===== config.mk =====
export PLATFORM = sky130hd
export DESIGN_NAME = mempool_tcdm_rob
export DESIGN_NICKNAME = d
export VERILOG_FILES = /design/src/rtl/snitch_pkg.sv /design/src/rtl/mempool_tcdm_rob.sv
export SDC_FILE = /design/constraint.sdc
export NUM_CORES = 1
export LEC_CHECK = 0
export CORE_AREA = 5 5 140 142
export CTS_CLUSTER_SIZE = 30
export DETAILED_ROUTE_END_ITERATION = 7
export DIE_AREA = 0 0 145 147
export HOLD_SLACK_MARGIN = 0.08
export PLACE_DENSITY = 0.83
export SLEW_MARGIN = 25
export SYNTH_ARGS = -nofsm -noshare
export SYNTH_HDL_FRONTEND = slang
export SYNTH_SLANG_ARGS = --single-unit

===== constraint.sdc =====
create_clock -name clk_i -period 2.8 [get_ports clk_i]
set_clock_uncertainty 0.05 [all_clocks]
set_input_delay 0.84 -clock clk_i [delete_from_list [all_inputs] [get_ports clk_i]]
set_output_delay 0.84 -clock clk_i [all_outputs]
set_load 0.005 [all_outputs]

===== src/rtl/snitch_pkg.sv =====
// Shared Snitch/MemPool type definitions.
// Holds the core meta id type and the reorder-buffer slot types used by
// mempool_tcdm_rob.
package snitch_pkg;

    // Core-side transaction id carried alongside every TCDM request.
    typedef logic [5:0] meta_id_t;

    // Lifecycle of one reorder-buffer slot.
    typedef enum logic [1:0] {
        SLOT_FREE = 2'd0,
        SLOT_PEND = 2'd1,
        SLOT_DONE = 2'd2
    } rob_state_e;

    // Response payload captured from memory for one slot.
    typedef struct packed {
        logic [31:0] data;
        logic        error;
    } rob_slot_t;

endpackage


===== src/rtl/mempool_tcdm_rob.sv =====
// TCDM reorder buffer: forwards core requests to memory tagged with a slot
// index, collects out-of-order memory responses and returns them to the core
// in issue order.
// Optional build macro: MEMPOOL_TCDM_ROB_STATS_EN adds full_stall_cnt_o, a
// saturating count of cycles where the core wants to issue but all slots
// are occupied.
module mempool_tcdm_rob
    import snitch_pkg::*;
#(
    parameter int unsigned NumSlots    = 4,
    parameter int unsigned MetaIdWidth = $bits(meta_id_t)
) (
    input  logic                   clk_i,
    input  logic                   rst_i,
    // Core request
    input  logic [31:0]            core_qaddr_i,
    input  logic                   core_qwrite_i,
    input  logic [3:0]             core_qamo_i,
    input  logic [31:0]            core_qdata_i,
    input  logic [3:0]             core_qstrb_i,
    input  logic [MetaIdWidth-1:0] core_qid_i,
    input  logic                   core_qvalid_i,
    output logic                   core_qready_o,
    // Core response (in order)
    output logic [31:0]            core_pdata_o,
    output logic                   core_perror_o,
    output logic [MetaIdWidth-1:0] core_pid_o,
    output logic                   core_pvalid_o,
    input  logic                   core_pready_i,
    // Memory request
    output logic [31:0]            mem_qaddr_o,
    output logic                   mem_qwrite_o,
    output logic [3:0]             mem_qamo_o,
    output logic [31:0]            mem_qdata_o,
    output logic [3:0]             mem_qstrb_o,
    output logic [MetaIdWidth-1:0] mem_qid_o,
    output logic                   mem_qvalid_o,
    input  logic                   mem_qready_i,
    // Memory response (out of order)
    input  logic [31:0]            mem_pdata_i,
    input  logic                   mem_perror_i,
    input  logic [MetaIdWidth-1:0] mem_pid_i,
    input  logic                   mem_pvalid_i,
    output logic                   mem_pready_o,
    // Sticky: a response arrived for a slot that was not waiting for one
    output logic                   spurious_o
`ifdef MEMPOOL_TCDM_ROB_STATS_EN
    ,
    output logic [31:0]            full_stall_cnt_o
`endif
);

    localparam int unsigned PtrW = $clog2(NumSlots);
    localparam int unsigned CntW = $clog2(NumSlots) + 1;

    typedef logic [PtrW-1:0] ptr_t;
    typedef logic [CntW-1:0] cnt_t;

    rob_state_e             state_q [NumSlots];
    rob_state_e             state_d [NumSlots];
    rob_slot_t              slot_q  [NumSlots];
    rob_slot_t              slot_d  [NumSlots];
    logic [MetaIdWidth-1:0] id_q    [NumSlots];
    logic [MetaIdWidth-1:0] id_d    [NumSlots];

    ptr_t wr_ptr_q, wr_ptr_d;
    ptr_t rd_ptr_q, rd_ptr_d;
    cnt_t count_q, count_d;
    logic spurious_q, spurious_d;

    logic not_full;
    logic alloc;
    logic pop;
    logic pid_in_range;
    ptr_t resp_idx;
    logic resp_hit;

    // Occupancy comes only from registered state, so a pop never frees a
    // slot for an allocation in the same cycle.
    assign not_full      = (count_q != cnt_t'(NumSlots));
    assign mem_qvalid_o  = core_qvalid_i & not_full;
    assign core_qready_o = mem_qready_i & not_full;
    assign alloc         = core_qvalid_i & mem_qready_i & not_full;

    assign mem_qaddr_o  = core_qaddr_i;
    assign mem_qwrite_o = core_qwrite_i;
    assign mem_qamo_o   = core_qamo_i;
    assign mem_qdata_o  = core_qdata_i;
    assign mem_qstrb_o  = core_qstrb_i;
    assign mem_qid_o    = MetaIdWidth'(wr_ptr_q);
    assign mem_pready_o = 1'b1;

    // Ids beyond the slot range can never match an allocated slot.
    assign pid_in_range = ((mem_pid_i >> PtrW) == '0);
    assign resp_idx     = mem_pid_i[PtrW-1:0];
    assign resp_hit     = mem_pvalid_i & pid_in_range & (state_q[resp_idx] == SLOT_PEND);

    // The head is presented straight from registered slot state, so a
    // memory response reaches the core no earlier than the next cycle.
    assign core_pvalid_o = (state_q[rd_ptr_q] == SLOT_DONE);
    assign core_pdata_o  = slot_q[rd_ptr_q].data;
    assign core_perror_o = slot_q[rd_ptr_q].error;
    assign core_pid_o    = id_q[rd_ptr_q];
    assign pop           = core_pvalid_o & core_pready_i;

    assign spurious_o = spurious_q;

    // Next-state for slot states, pointers, occupancy and the sticky flag.
    always_comb begin
        state_d    = state_q;
        wr_ptr_d   = wr_ptr_q;
        rd_ptr_d   = rd_ptr_q;
        count_d    = count_q;
        spurious_d = spurious_q | (mem_pvalid_i & ~resp_hit);
        if (alloc) begin
            state_d[wr_ptr_q] = SLOT_PEND;
            wr_ptr_d          = wr_ptr_q + ptr_t'(1);
        end
        if (resp_hit) begin
            state_d[resp_idx] = SLOT_DONE;
        end
        if (pop) begin
            state_d[rd_ptr_q] = SLOT_FREE;
            rd_ptr_d          = rd_ptr_q + ptr_t'(1);
        end
        case ({alloc, pop})
            2'b10:   count_d = count_q + cnt_t'(1);
            2'b01:   count_d = count_q - cnt_t'(1);
            default: count_d = count_q;
        endcase
    end

    // Next-state for slot payload: core id on allocation, response on hit.
    always_comb begin
        slot_d = slot_q;
        id_d   = id_q;
        if (alloc) begin
            id_d[wr_ptr_q] = core_qid_i;
        end
        if (resp_hit) begin
            slot_d[resp_idx].data  = mem_pdata_i;
            slot_d[resp_idx].error = mem_perror_i;
        end
    end

    // Control state; reset discards every outstanding slot.
    always_ff @(posedge clk_i or posedge rst_i) begin
        if (rst_i) begin
            for (int i = 0; i < int'(NumSlots); i++) begin
                state_q[i] <= SLOT_FREE;
            end
            wr_ptr_q   <= '0;
            rd_ptr_q   <= '0;
            count_q    <= '0;
            spurious_q <= 1'b0;
        end else begin
            state_q    <= state_d;
            wr_ptr_q   <= wr_ptr_d;
            rd_ptr_q   <= rd_ptr_d;
            count_q    <= count_d;
            spurious_q <= spurious_d;
        end
    end

    // Payload storage; only read while the owning slot is DONE, so no reset.
    always_ff @(posedge clk_i) begin
        slot_q <= slot_d;
        id_q   <= id_d;
    end

`ifdef MEMPOOL_TCDM_ROB_STATS_EN
    logic [31:0] stall_cnt_q, stall_cnt_d;

    // Saturating count of cycles the core is held off by a full buffer.
    always_comb begin
        stall_cnt_d = stall_cnt_q;
        if (core_qvalid_i && !not_full && (stall_cnt_q != '1)) begin
            stall_cnt_d = stall_cnt_q + 32'd1;
        end
    end

    // Stall counter register.
    always_ff @(posedge clk_i or posedge rst_i) begin
        if (rst_i) begin
            stall_cnt_q <= '0;
        end else begin
            stall_cnt_q <= stall_cnt_d;
        end
    end

    assign full_stall_cnt_o = stall_cnt_q;
`endif

endmodule


==> results.ini <==
[worst_setup_path]
rrSetupSlack_ps = 150
slowest_stage = dfrtp_4
critPathCaptureType = primary output
path_buf_inv = 4
worst_ep_arrival_time_ps = 1930
crit_top_cell = buf_12
crit_type = reg2out
crit_family = buffers and inverters
crit_fanout = 5
crit_chain = buf_12 > buf_12 > buf_12 > mux4_2 > buf_6
required_ps = 1910
start_kind = register
max_stage_delay_ps = 500

[run]
drv_cap = 0

[route]
drc_errors = 0
vias = 3466
drt-vias-per-instance = 5.023
route.final.wire_length_um = 13990
routedWlPerCell_um = 20.27
dr.pass1.iters = 4
drt_iter0_markers = 267
drtAntennaViolNets = 0

[finish]
stdcell_count = 690
multi_input_area_um2 = 1598
final_area_um2 = 8811
n_antenna_cell = 0
ff_latch_area_um2 = 5090
syn2layout_area_growth_pct = 20.79
fillCellCount = 1518
final_layout_size_suffix_gt1_share_pct = 32.89
fin_nets = 578

[sta]
period_minus_slack_ps = 2825
hold_viol = 0
setup_violations = 5
final.period_utilization_pct = 100.9
drv_slew = 0
fin_tns_setup_ps = -79.57
worst_slew_pin_slew_ps = 616.6
rsz0062_at_grt = true
max_freq_mhz = 354.0
whs_ps = 416.9
maxSlewHeadroom_pct = 58.85
fin_ws_ps = -24.67

[global_route]
grt_remaining_overflow = 0
grt_pass1_vias = 3956
grt_start_max_net_pins = 34
grt_usage_pct = 13.28
antenna_found_initial = 0
grt_pass1_wl_um = 22000

[yosys]
synth_top_area_cell = edfxtp_1
synth_top_area_share_pct = 64.22
synth_cell_types = 37
synth_edf_count = 156
yosys.cell_count.top_type = edfxtp_1
synthCells = 387
synthesis.area_um2 = 7294
yosys_warnings = 0
synthArstFlopShare_pct = 9.302
synth-seq-cells = 172
avgSynthCellArea_um2 = 18.85
ys_seq_area_share_pct = 69.71
synth_commonest_cells = edfxtp_1, buf_4, mux4_2, dfrtp_1
synth-main-ff-cell = edfxtp_1
synth_area_leaders = edfxtp_1, mux4_2, buf_4, dfrtp_1, ha_1

[die]
dieWidth_um = 145
start_util_pct = 39.80
core_um2 = 18330
die-height_um = 147
io_pins = 247
rows = 50
die_area_um2 = 21320

[clock_tree]
clock_path_buffers = 2
cts_root_buf = clkbuf_16
htree_levels = 4
cts_tree = done
cts.clk_slew.worst_paths_ps = 70
clk-insertion-delay-late_ps = 420
cts-buffers-inserted = 17
cts_sinks = 172

[place]
place_ws_ps = -4.433
placedInstanceArea_um2 = 8192
gp_congestion = 0.7287
dp_hpwl_um = 9531
dp.cells = 646
io_buffers = 95

[outcome]
outcome = complete, but fails checks
violations = setup timing

[power]
irDropWorstVdd_uv = 504.5
power_density_nw_per_um2 = 861.5
leakagePower_nw = 3.068

[worst_hold_path]
holdCritPathClass = reg2reg

-- what timing repair did --
action	in CTS	in global routing
cloned	1	0
hold buffers	0	0
endpoints found under the hold margin	0	0
setup buffers	12	0
setup endpoints to repair	42	24
pin swaps	2	2
resized for setup	105	25
-- power breakdown --
group	switching [mW]	internal [mW]	leakage, nW	total [mW]
sequential	0.104	2.95	1.59	3.06
combinational	0.954	1.31	1.20	2.26
clock	1.01	1.26	0.282	2.27
-- cells by family after synthesis --
kind of cell             share of synthesized area [%]
flip-flops                                       69.71
buffers and inverters                            9.554
multiplexers                                     12.50
AND/OR/NAND/NOR                                  3.191
AO/OA/AOI/OAI                                    2.642
adder cells (fa/ha/maj)                          1.818
XOR/XNOR                                        0.4804
other                                           0.1030
-- metal layers --
metal / track usage, % / vias to the layer above / part of all wire [%] / wire length (um)
met1: 14.81 / 1748 / 37 / 5122
met3: 5.490 / 26 / 8.7 / 1213
met4: 4.284 / 0 / 1.5 / 207
li1: - / 1536 / - / -
met2: 23.13 / 156 / 53 / 7445
met5: 0 / - / 0 / 0
-- path summary, 6_finish.rpt --
check	from	to	cells past startpoint
min in group asynchronous	rst_i	spurious_o	2
hold reg to reg	count_q[2]	count_q[2]	1
hold / removal	count_q[2]	count_q[2]	1
setup reg to reg	rd_ptr_q[0]	count_q[2]	11
max in group asynchronous	rst_i	rd_ptr_q[0]	2
setup / recovery	rd_ptr_q[0]	core_pdata_o[31]	5
-- sequential cells by signal, indices dropped and copies added, names as in the netlist --
name and flops:
id_q 24, slot_q 132, rd_ptr_q 2, spurious_o 1, wr_ptr_q 2, state_q 8
count_q 3
-- final cells by class --
| type | count | area share (%) |
|---|---|---|
| clock buffers | 17 | 4.828 |
| clock inverters | 14 | 1.732 |
| inverters | 9 | 0.3834 |
| multi-input cells | 118 | 18.13 |
| flip-flops and latches | 172 | 57.77 |
| well taps | 234 | 3.323 |
| repair buffers | 126 | 13.83 |
-- placed cells by master (no fill, tap or decap), types with 3 or more instances in the layout --
cell,instances
edfxtp_1,156
clkdlybuf4s50_1,53
mux4_2,40
clkbuf_2,18
clkbuf_16,17
buf_4,16
dfrtp_1,14
buf_12,12
buf_2,10
inv_1,9
ha_1,8
clkdlybuf4s15_1,7
nand2b_1,6
a21oi_1,6
and2_1,6
inv_6,6
dlygate4sd2_1,6
and3_1,5
nor4_4,5
conb_1,5
o21ai_0,4
a211oi_2,4
a2bb2oi_1,4
xnor2_1,3
a21boi_0,3
inv_8,3
-- through the flow --
step	total power [mW]	util [%]
after floorplan	4.355	-
final	7.591	48.07
after global routing	7.964	48.07
after CTS	7.726	48.46
after detailed placement	5.362	44.69
after global placement	5.295	44.69
No activity file was read; power rests on OpenSTA's default activity.
